$ cat src/rtl/regfile_2r1w.sv
// Parametrised register file: one write port and two independent registered read ports.
// Define REGFILE_BYPASS_EN to forward same-edge write data to a matching read.
`timescale 1ns/1ps
module regfile_2r1w #(
  parameter int DATA_W = 16,
  parameter int ADDR_W = 3,
  parameter int NREGS  = 8
) (
  input  logic              clk,
  input  logic              rst_n,
  input  logic              write,
  input  logic [ADDR_W-1:0] writenum,
  input  logic [DATA_W-1:0] data_in,
  input  logic              clear,
  input  logic              rd_en_a,
  input  logic [ADDR_W-1:0] readnum_a,
  output logic [DATA_W-1:0] data_out_a,
  output logic              valid_a,
  input  logic              rd_en_b,
  input  logic [ADDR_W-1:0] readnum_b,
  output logic [DATA_W-1:0] data_out_b,
  output logic              valid_b
);

  if (NREGS > (2 ** ADDR_W)) begin : g_bad_cfg
    $error("regfile_2r1w: NREGS exceeds address space");
  end

  logic [DATA_W-1:0] regs [NREGS];
  logic [NREGS-1:0]  wr_en;
  logic [NREGS-1:0]  sel_a;
  logic [NREGS-1:0]  sel_b;
  logic [DATA_W-1:0] rdata_a;
  logic [DATA_W-1:0] rdata_b;
  logic              fwd_a;
  logic              fwd_b;
  logic [DATA_W-1:0] data_a_p1;
  logic [DATA_W-1:0] data_b_p1;
  logic              vld_a_p1;
  logic              vld_b_p1;

  // Out-of-range addresses decode to an all-zero select, so they neither write nor read.
  always_comb begin
    wr_en = '0;
    sel_a = '0;
    sel_b = '0;
    for (int i = 0; i < NREGS; i++) begin
      wr_en[i] = write && !clear && (writenum == ADDR_W'(i));
      sel_a[i] = (readnum_a == ADDR_W'(i));
      sel_b[i] = (readnum_b == ADDR_W'(i));
    end
  end

  always_ff @(posedge clk or negedge rst_n) begin
    if (!rst_n) begin
      for (int i = 0; i < NREGS; i++) regs[i] <= '0;
    end else if (clear) begin
      for (int i = 0; i < NREGS; i++) regs[i] <= '0;
    end else begin
      for (int i = 0; i < NREGS; i++) begin
        if (wr_en[i]) regs[i] <= data_in;
      end
    end
  end

`ifdef REGFILE_BYPASS_EN
  assign fwd_a = |(wr_en & sel_a);
  assign fwd_b = |(wr_en & sel_b);
`else
  assign fwd_a = 1'b0;
  assign fwd_b = 1'b0;
`endif

  always_comb begin
    rdata_a = '0;
    rdata_b = '0;
    for (int i = 0; i < NREGS; i++) begin
      if (sel_a[i]) rdata_a = regs[i];
      if (sel_b[i]) rdata_b = regs[i];
    end
    if (fwd_a) rdata_a = data_in;
    if (fwd_b) rdata_b = data_in;
  end

  // ---- stage p1: registered read ports ----
  always_ff @(posedge clk or negedge rst_n) begin
    if (!rst_n) begin
      data_a_p1 <= '0;
      vld_a_p1  <= 1'b0;
    end else begin
      vld_a_p1 <= rd_en_a;
      if (rd_en_a) data_a_p1 <= rdata_a;
    end
  end

  always_ff @(posedge clk or negedge rst_n) begin
    if (!rst_n) begin
      data_b_p1 <= '0;
      vld_b_p1  <= 1'b0;
    end else begin
      vld_b_p1 <= rd_en_b;
      if (rd_en_b) data_b_p1 <= rdata_b;
    end
  end

  assign data_out_a = data_a_p1;
  assign valid_a    = vld_a_p1;
  assign data_out_b = data_b_p1;
  assign valid_b    = vld_b_p1;

endmodule
$ cat config.mk
export PLATFORM = sky130hd
export DESIGN_NAME = regfile_2r1w
export DESIGN_NICKNAME = d
export VERILOG_FILES = /design/src/rtl/regfile_2r1w.sv
export SDC_FILE = /design/constraint.sdc
export NUM_CORES = 1
export LEC_CHECK = 0
export CAP_MARGIN = 20
export CORE_MARGIN = 2
export CORE_UTILIZATION = 45
export DETAILED_ROUTE_END_ITERATION = 8
export GPL_TIMING_DRIVEN = 0
export PLACE_DENSITY = 0.62
export SLEW_MARGIN = 20
export SYNTH_ARGS = -nofsm -noshare
export SYNTH_HDL_FRONTEND = slang
export SYNTH_SLANG_ARGS = --single-unit
$ cat constraint.sdc
create_clock -name clk -period 1.2 [get_ports clk]
set_input_delay 0.3 -clock clk [delete_from_list [all_inputs] [get_ports clk]]
set_output_delay 0.3 -clock clk [all_outputs]
set_load 0.02 [all_outputs]
==> results of run 1 <==
-- where the power goes --
group | internal [mW] | switching, mW
sequential | 5.58 | 0.103
clock | 3.04 | 2.33
combinational | 0.793 | 1.29
total | 9.42 | 3.72
-- registers in the layout (all words and copies together) (netlist names) --
signal and flops:
data_out_a 16, valid_b 1, valid_a 1, regs 128, data_out_b 16
-- placed cells by master, fill, tap and decap left out, types with 15 or more instances in the layout --
cell | netlist | final
a21oi_1 | 100 | 92
a22oi_1 | 15 | 15
a2bb2oi_1 | 19 | 16
buf_4 | 6 | 59
buf_6 | 4 | 56
clkbuf_1 | 57 | 26
clkbuf_16 | 0 | 19
clkbuf_2 | 0 | 21
dfrtp_1 | 162 | 162
inv_1 | 39 | 39
mux2i_1 | 98 | 90
nand2_1 | 174 | 170
nor2_1 | 77 | 74
o21ai_0 | 85 | 57
o21ai_1 | 15 | 29
-- path summary, 6_finish.rpt --
path	endpoint	depth (start not counted)
worst max-delay path	data_out_a[3]$_DFFE_PN0P_	4
worst min-delay path	regs[73]$_DFFE_PN0P_	1
worst max register to register	data_out_a[3]$_DFFE_PN0P_	4
worst min register to register	regs[24]$_DFFE_PN0P_	2
max in group asynchronous	regs[35]$_DFFE_PN0P_	2
min in group clk	valid_a$_DFF_PN0_	1
-- per-stage QoR --
step / instances / hold slack, ps / setup TNS [ps] / power, mW / setup slack [ps]
global route: 1425 / -59.33 / -5113 / 13.47 / -289.4
CTS: 1400 / -91.69 / -3033 / 12.96 / -247.5
detailed placement: 1336 / 360.3 / -161000 / 7.440 / -1301
finish: 1425 / -122.3 / -3702 / 13.14 / -255.2
global placement: 1335 / 463.6 / -1312730 / 7.423 / -7132
floorplan: 1026 / 4.409 / -7986 / 6.660 / -199.2
-- cell families after synthesis --
family / count (synthesis) / synth area share, %
AO/OA/AOI/OAI: 310 / 20.93
buffers and inverters: 145 / 7.223
flip-flops: 162 / 45.18
multiplexers: 103 / 11.69
AND/OR/NAND/NOR: 306 / 14.98
-- layout make-up --
class	count	area (µm²)	share of cell area (%)
Buffer	101	840.8	7.144
Multi-Input combinational cell	719	4747	40.33
Clock buffer	21	440.4	3.742
Tap cell	265	331.6	2.817
Sequential cell	162	4054	34.44
Clock inverter	10	112.6	0.9567
Timing Repair Buffer	107	1089	9.248
Inverter	40	155.1	1.318
-- metal layers --
layer | share of wire [%] | global-route usage [%] | wire, µm
met4 | 2.9 | 10.98 | 991
met2 | 45 | 48.82 | 15630
met3 | 9.9 | 6.918 | 3417
met5 | 0 | 0 | 0
met1 | 42 | 46.31 | 14540
-- what timing repair did --
item | in CTS | in global routing
resized for setup | 379 | 71
buffers inserted | 32 | 25
pin swaps | 36 | 35
endpoints found under the setup margin | 194 | 146
cloned | 3 | 2
endpoints found under the hold margin | 84 | 84
==> flow_results.org, run 1 <==
** Worst setup path
- The critical path goes through mux4_2 -> nor2_4 -> a211oi_4 -> a21o_1.
- Critical Path End Type :: flop
- Crit-path slowest cell :: mux4_2
- For the worst setup path, the data arrival time is approximately 1800 ps.
- At the worst endpoint, the required time is between 1500 and 2000 ps.
- Category of the most critical setup path :: reg2reg
- Element type at the critical path start :: flop
- Highest fanout seen on the critical path :: 3
- Critical Path Start :: regs[115]$_DFFE_PN0P_
- RR Startpoint :: regs[115]$_DFFE_PN0P_
- In this design, the stage delay of the slowest critical-path cell is about 540 ps.
- Buffers & Inverters on Critical Path :: 0
- Slack of the worst reg-to-reg path :: -260 ps
- Crit path max-delay family :: multiplexers

** Die
- Io pins :: 65
- Measured along the x axis, the die boundary spans approximately 150 µm.
- The floorplan step defined a die boundary enclosing between 0.02 and 0.025 mm².
- In this run the standard cell core region covers 0.01953 mm².
- The initialized floorplan defines 51 standard-cell rows.
- In this run the vertical extent of the chip is 145.2 µm.
- For this configuration, the core starts out at a cell density of between 40 and 50%.

** Timing
- Final WS setup :: -255.2 ps
- Clock skew on the completed layout was measured at 9.234 ps.
- For the pin with the worst max-slew slack, the measured transition is around 680 ps.
- Final hold violation count :: 84
- Setup violations remaining at the end of the flow were counted as 52.
- The count of final max-slew check failures came to 0.
- Of the available clock period, the critical path in the final layout requires 121.3%.
- For this run, the top clock speed supported by timing is approximately 690 MHz.
- RSZ-0062 raised after global routing :: yes
- Across all hold checks on the routed design, the worst slack comes to -122.3 ps.
- Worst slew margin relative to its limit :: between 50% and 60%
- Clock period minus worst slack :: approximately 1500 ps

** Logic synthesis
- The synthesized netlist contains 47 unique library cells.
- Share of synthesized flip-flops with an asynchronous set or reset :: 100.0%
- Most common flop cell mapped by yosys :: dfrtp_1
- For this run, the register share of the synthesized area comes to 45.18%.
- After technology mapping, the gate count stands at roughly 1.0k.
- Ranked by instance count, the synthesized netlist is headed by nand2_1, dfrtp_1, a21oi_1, mux2i_1, o21ai_0.
- Post-synthesis instance area :: ~0.0090 mm²
- Counting flops with a built-in enable in the synthesized netlist gives 0.
- Average cell area after synthesis :: slightly below 9 µm²
- The synthesized design devotes to its leading area cell type a little under half of total area.
- Library cell with the highest instance count after synthesis :: nand2_1
- The synthesized design spends more area on one cell type than any other, namely dfrtp_1.
- Syn. warnings :: 0
- Synthesis inferred between 150 and 200 register bits.
- Ranked by total cell area, the synthesized netlist is headed by dfrtp_1, mux2i_1, nand2_1, a21oi_1, o21ai_0.
- Mapped Nets :: 1,057

** Drt
- In the final routed layout, each cell accounts on average for 24.26 µm.
- Summed over all layers, the routed wires come to between 30,000 and 40,000 µm.
- Vias per std cell :: just over 6
- Via count :: between 8k and 9k
- The count of nets left with antenna violations once routing finished came out at 0.
- Number of DRC violations after detailed-routing iteration 0 :: just over 900
- For this run, design rule violations remaining after detail routing come to 0.
- The first detailed-routing pass took 5 iterations.

** Layout
- From synthesis to final layout, the design area changed by 31.18%.
- Antenna cells :: 0
- At the end of the flow, the number of nets in the layout was ~1.2k.
- After routing the design area is 0.01177 mm².
- In the final layout, the share of cells above drive strength 1 is about 26%.
- Final core utilization :: roughly 60%
- The filler cells instantiated in the layout total between 1.5k and 2k.

** Hold path
- The worst hold path belongs to the class in2async.

** Status
- Run status :: finished, violations left
- Failing checks :: hold timing, setup timing

** Place
- After detailed placement, the total cell area comes to ~0.01 mm².
- Final Wtd Congestion :: between 0.9 and 1
- The count of buffers added on input and output ports is 44.
- Detailed placement finished with a half-perimeter wire length of 23,000 µm.

** Job
- Max-capacitance violation count :: 0

** Global routing
- Number of global-route vias before repair :: 8,241
- The number of antenna violations at the first check in global routing came to 0.
- Overall routing resource usage :: between 30% and 40%
- Entering global routing, the biggest net connects 86 pins.
- After global routing the overflow that remains totals 0.
- Global-route wire length before repair :: roughly 52,000 µm

** Power
- VDD sags by at most 0.001005 V.
- For this design the static power due to leakage is between 5 and 6 nW.
- For this design the ratio of total power to cell area is 1116 mW/mm².

** Clock network
- Number of sinks handled by clock tree synthesis :: roughly 160
- TritonCTS built the clock tree.
- Maximum buffer depth of the clock tree :: 2
- Max H-tree Level :: 4
- The later pin in the worst-skew pair is clocked with a latency of between 400 and 500 ps.
- CTS clock-pin slew for the worst setup and hold paths :: roughly 70 ps
- The cell sitting at the root of the clock tree is a clkbuf_16.
- Buffers inserted during clock tree synthesis total 17.
No activity file was read; power rests on OpenSTA's default activity.
==> inputs of run 2 (changes only) <==
- REMOVE_ABC_BUFFERS: default -> 1
==> run 2 against run 1 <==
Effect of this change: the run still ends with hold timing, setup timing left; clock skew fell by 1.9 ps; sequential cell count unchanged; die area did not move; sequential share of layout area rose by 0.51 points; wire length fell by 5.2%; critical path type unchanged; largest cell class unchanged; highest routed layer unchanged.
==> flow_results.org, run 2 (synthesis results as in run 1) <==
** Timing
- The count of final max-slew check failures came to 0.
- Clock period minus worst slack :: 1320 ps
- Final hold violation count :: 81
- At the pin with the least slew margin, the transition time is 654.0 ps.
- Headroom to the max-slew limit came out at 56.40%.
- Of the available clock period, the critical path in the final layout requires 110.0%.
- Max Fclk :: 757.6 MHz
- Number of setup violations in the final report :: 39
- Final WS setup :: -120.0 ps
- Final hold analysis gives a worst-case slack of -164.3 ps.
- Setup total negative slack on the finished layout was measured at -2677 ps.
- Setup repair after global routing could not meet its margin everywhere.
- Across the routed clock network, the largest skew measured is 7.287 ps.

** Layout
- Register bank with the most flops :: regs
- Cells with a size suffix above 1 make up slightly below 20% of the layout.
- The top cell types in the final layout, fill and taps aside, are nand2_1, dfrtp_1, a21oi_1, mux2i_1, o21ai_0.
- Number of flip-flops in the largest register :: ~130
- For this run, the number of standard cells in the final layout without fillers is approximately 1.4k.
- Signed area change from the synthesized netlist to the final layout :: 29.28%
- Final-stage net count :: about 1.1k
- Most common library cell in the layout ignoring fill and taps :: nand2_1
- After routing the design area is about 0.012 mm².
- Once layout is complete, the utilization of the core stands at 59.41%.
- The repair_antennas step left the layout with diodes totalling 0.

** Place
- The congestion estimate from routability-driven global placement came to just under 0.8.
- In this run the cell area measured after placement is roughly 0.0097 mm².
- DP HPWL :: 16,030 µm
- Placed Cells :: ~1.3k
- Port buffering added 64 buffers.

** Die
- In this run the horizontal extent of the chip is 145.2 µm.
- Site Rows :: 51
- Die Footprint :: 0.02108 mm²
- Io pins :: between 60 and 70
- Area of the core :: approximately 0.020 mm²
- In this run the vertical extent of the chip is around 150 µm.
- The initial utilization of the core area, before any placement, comes to 45.95%.

** Global routing
- Layer carrying the most global-route usage :: met2
- After global routing the overflow that remains totals 0.
- For met2 alone, demand over resource in global routing was 48.91%.
- Entering global routing, the biggest net connects 83 pins.
- Global routing used ~30% of the available tracks.
- Global routing used about 5% of the available met3 tracks.
- Initial antenna violation count :: 0
- Global routing used between 30% and 40% of the available met1 tracks.
- The first global-routing pass estimated ~49,000 µm of wire.
- The via count of the first global-routing pass is around 8.1k.

** Worst setup path
- The worst register-to-register path ends at data_out_a[3]$_DFFE_PN0P_.
- By startpoint and endpoint, the worst setup path is classified as reg2reg.
- Element type at the critical path start :: flop
- Cell count of the worst reg-to-reg path :: 4
- Worst path arrival time :: 1650 ps
- CP max stage delay :: 480 ps
- The worst setup path is captured at a flop.
- Counting both buffers and inverters, the worst setup path holds a total of 0.
- Of all nets on the critical path, the largest fanout is 2.
- Slack of the worst reg-to-reg path :: -120 ps
- Crit-path slowest cell :: mux4_2
- STA puts the critical path data required time at between 1500 and 2000 ps.
- Walking the worst path, the cells encountered are mux4_2 -> nor2_2 -> a211oi_2 -> a21o_1.
- In this run the critical register-to-register path is launched from regs[83]$_DFFE_PN0P_.
- Crit path max-delay family :: multiplexers

** Clock network
- Clock tree root driver cell :: clkbuf_16
- The number of clock buffers added by TritonCTS is 17.
- TritonCTS built the clock tree.
- CTS clock-pin slew for the worst setup and hold paths :: around 60 ps
- The H-tree generated during clock tree synthesis spans 4 levels.
- In this run the deepest clock path goes through 2 buffers.
- Clock latency reported for the late side of the worst-skew pair :: between 400 and 500 ps
- The tree built by TritonCTS fans out to 162 sinks.

** Status
- The final reports fail on hold timing, setup timing.
- The run finished, with violations left.

** Power
- Across the VDD grid, the largest voltage drop is a little under 0.001 V.
- In this run the power density over the cells is between 1000 and 1500 mW/mm².
- Leakage :: 5.082 nW

** Drt
- The routed design has approximately 33,000 µm of wire.
- Drt wl/cell :: roughly 24 µm
- Via count :: approximately 8.5k
- Number of DRC violations after detailed-routing iteration 0 :: 920
- In the routed design, unresolved DRC markers number 0.
- The count of nets left with antenna violations once routing finished came out at 0.
- For this run, the detailed router's first-pass iteration total came to 8.
- Using the TritonRoute via totals, the vias-per-cell ratio works out to roughly 6.

** Job
- Max-cap violations in this run came to 0.

** Hold path
- Hold crit path type :: in2async
[run 2: changes by cell type in the layout (fill, tap and decap cells not counted), sizes merged]
cell,delta
bufbuf,+6
clkinv,-2
buf,-12
inv,-1
clkinvlp,+3
nand3b,+1
nand2b,+1
clkbuf,-57
clkdlybuf4s15,-2
clkdlybuf4s50,+15
[run 2: final cells by class]
cell class                 instances  area, µm²
tap                              265      331.6
fill                            1704       7926
clock inverter                    10      110.1
sequential                       162       4054
multi-input combinational        721       4522
clock buffer                      21      460.4
timing repair buffer             158       1961
inverter                          40      161.4
[run 2: worst max path at each step]
stage / cells after the start / end / start / slack (ps)
global placement: 1 / regs[18]$_DFFE_PN0P_ / rst_n / -7130
detailed placement: 5 / data_out_a[14]$_DFFE_PN0P_ / rd_en_a / -2610
floorplan: 4 / regs[32]$_DFFE_PN0P_ / clear / -790
finish: 4 / data_out_a[3]$_DFFE_PN0P_ / regs[83]$_DFFE_PN0P_ / -120
global route: 4 / data_out_a[3]$_DFFE_PN0P_ / regs[67]$_DFFE_PN0P_ / -140
CTS: 4 / data_out_a[3]$_DFFE_PN0P_ / regs[99]$_DFFE_PN0P_ / -120
[run 2: routing by layer]
layer	vias to the layer above	wire (µm)
li1	3740	-
met4	0	1612
met5	-	0
met1	4128	13010
met2	471	15700
met3	131	2476
[run 2: power breakdown]
group	switching [mW]	internal, mW	leakage, nW
sequential	0.0973	5.58	2.23
combinational	1.19	0.832	2.58
clock	2.30	3.15	0.271
total	3.59	9.56	5.08
[run 2: per-stage QoR]
| step | power, mW | worst slack [ps] |
|---|---|---|
| after floorplan | 6.298 | -786.3 |
| after global placement | 7.266 | -7127 |
| after detailed placement | 7.320 | -2605 |
| after CTS | 13.04 | -116.1 |
| after global routing | 13.51 | -144.4 |
| final | 13.15 | -120.0 |
[run 2: repair_timing]
| item | CTS | global route |
|---|---|---|
| pin swaps | 6 | 17 |
| setup endpoints to repair | 194 | 137 |
| gates resized for setup | 279 | 32 |
| setup buffers | 54 | 14 |
| cloned | 10 | 3 |
| endpoints found under the hold margin | 81 | 81 |
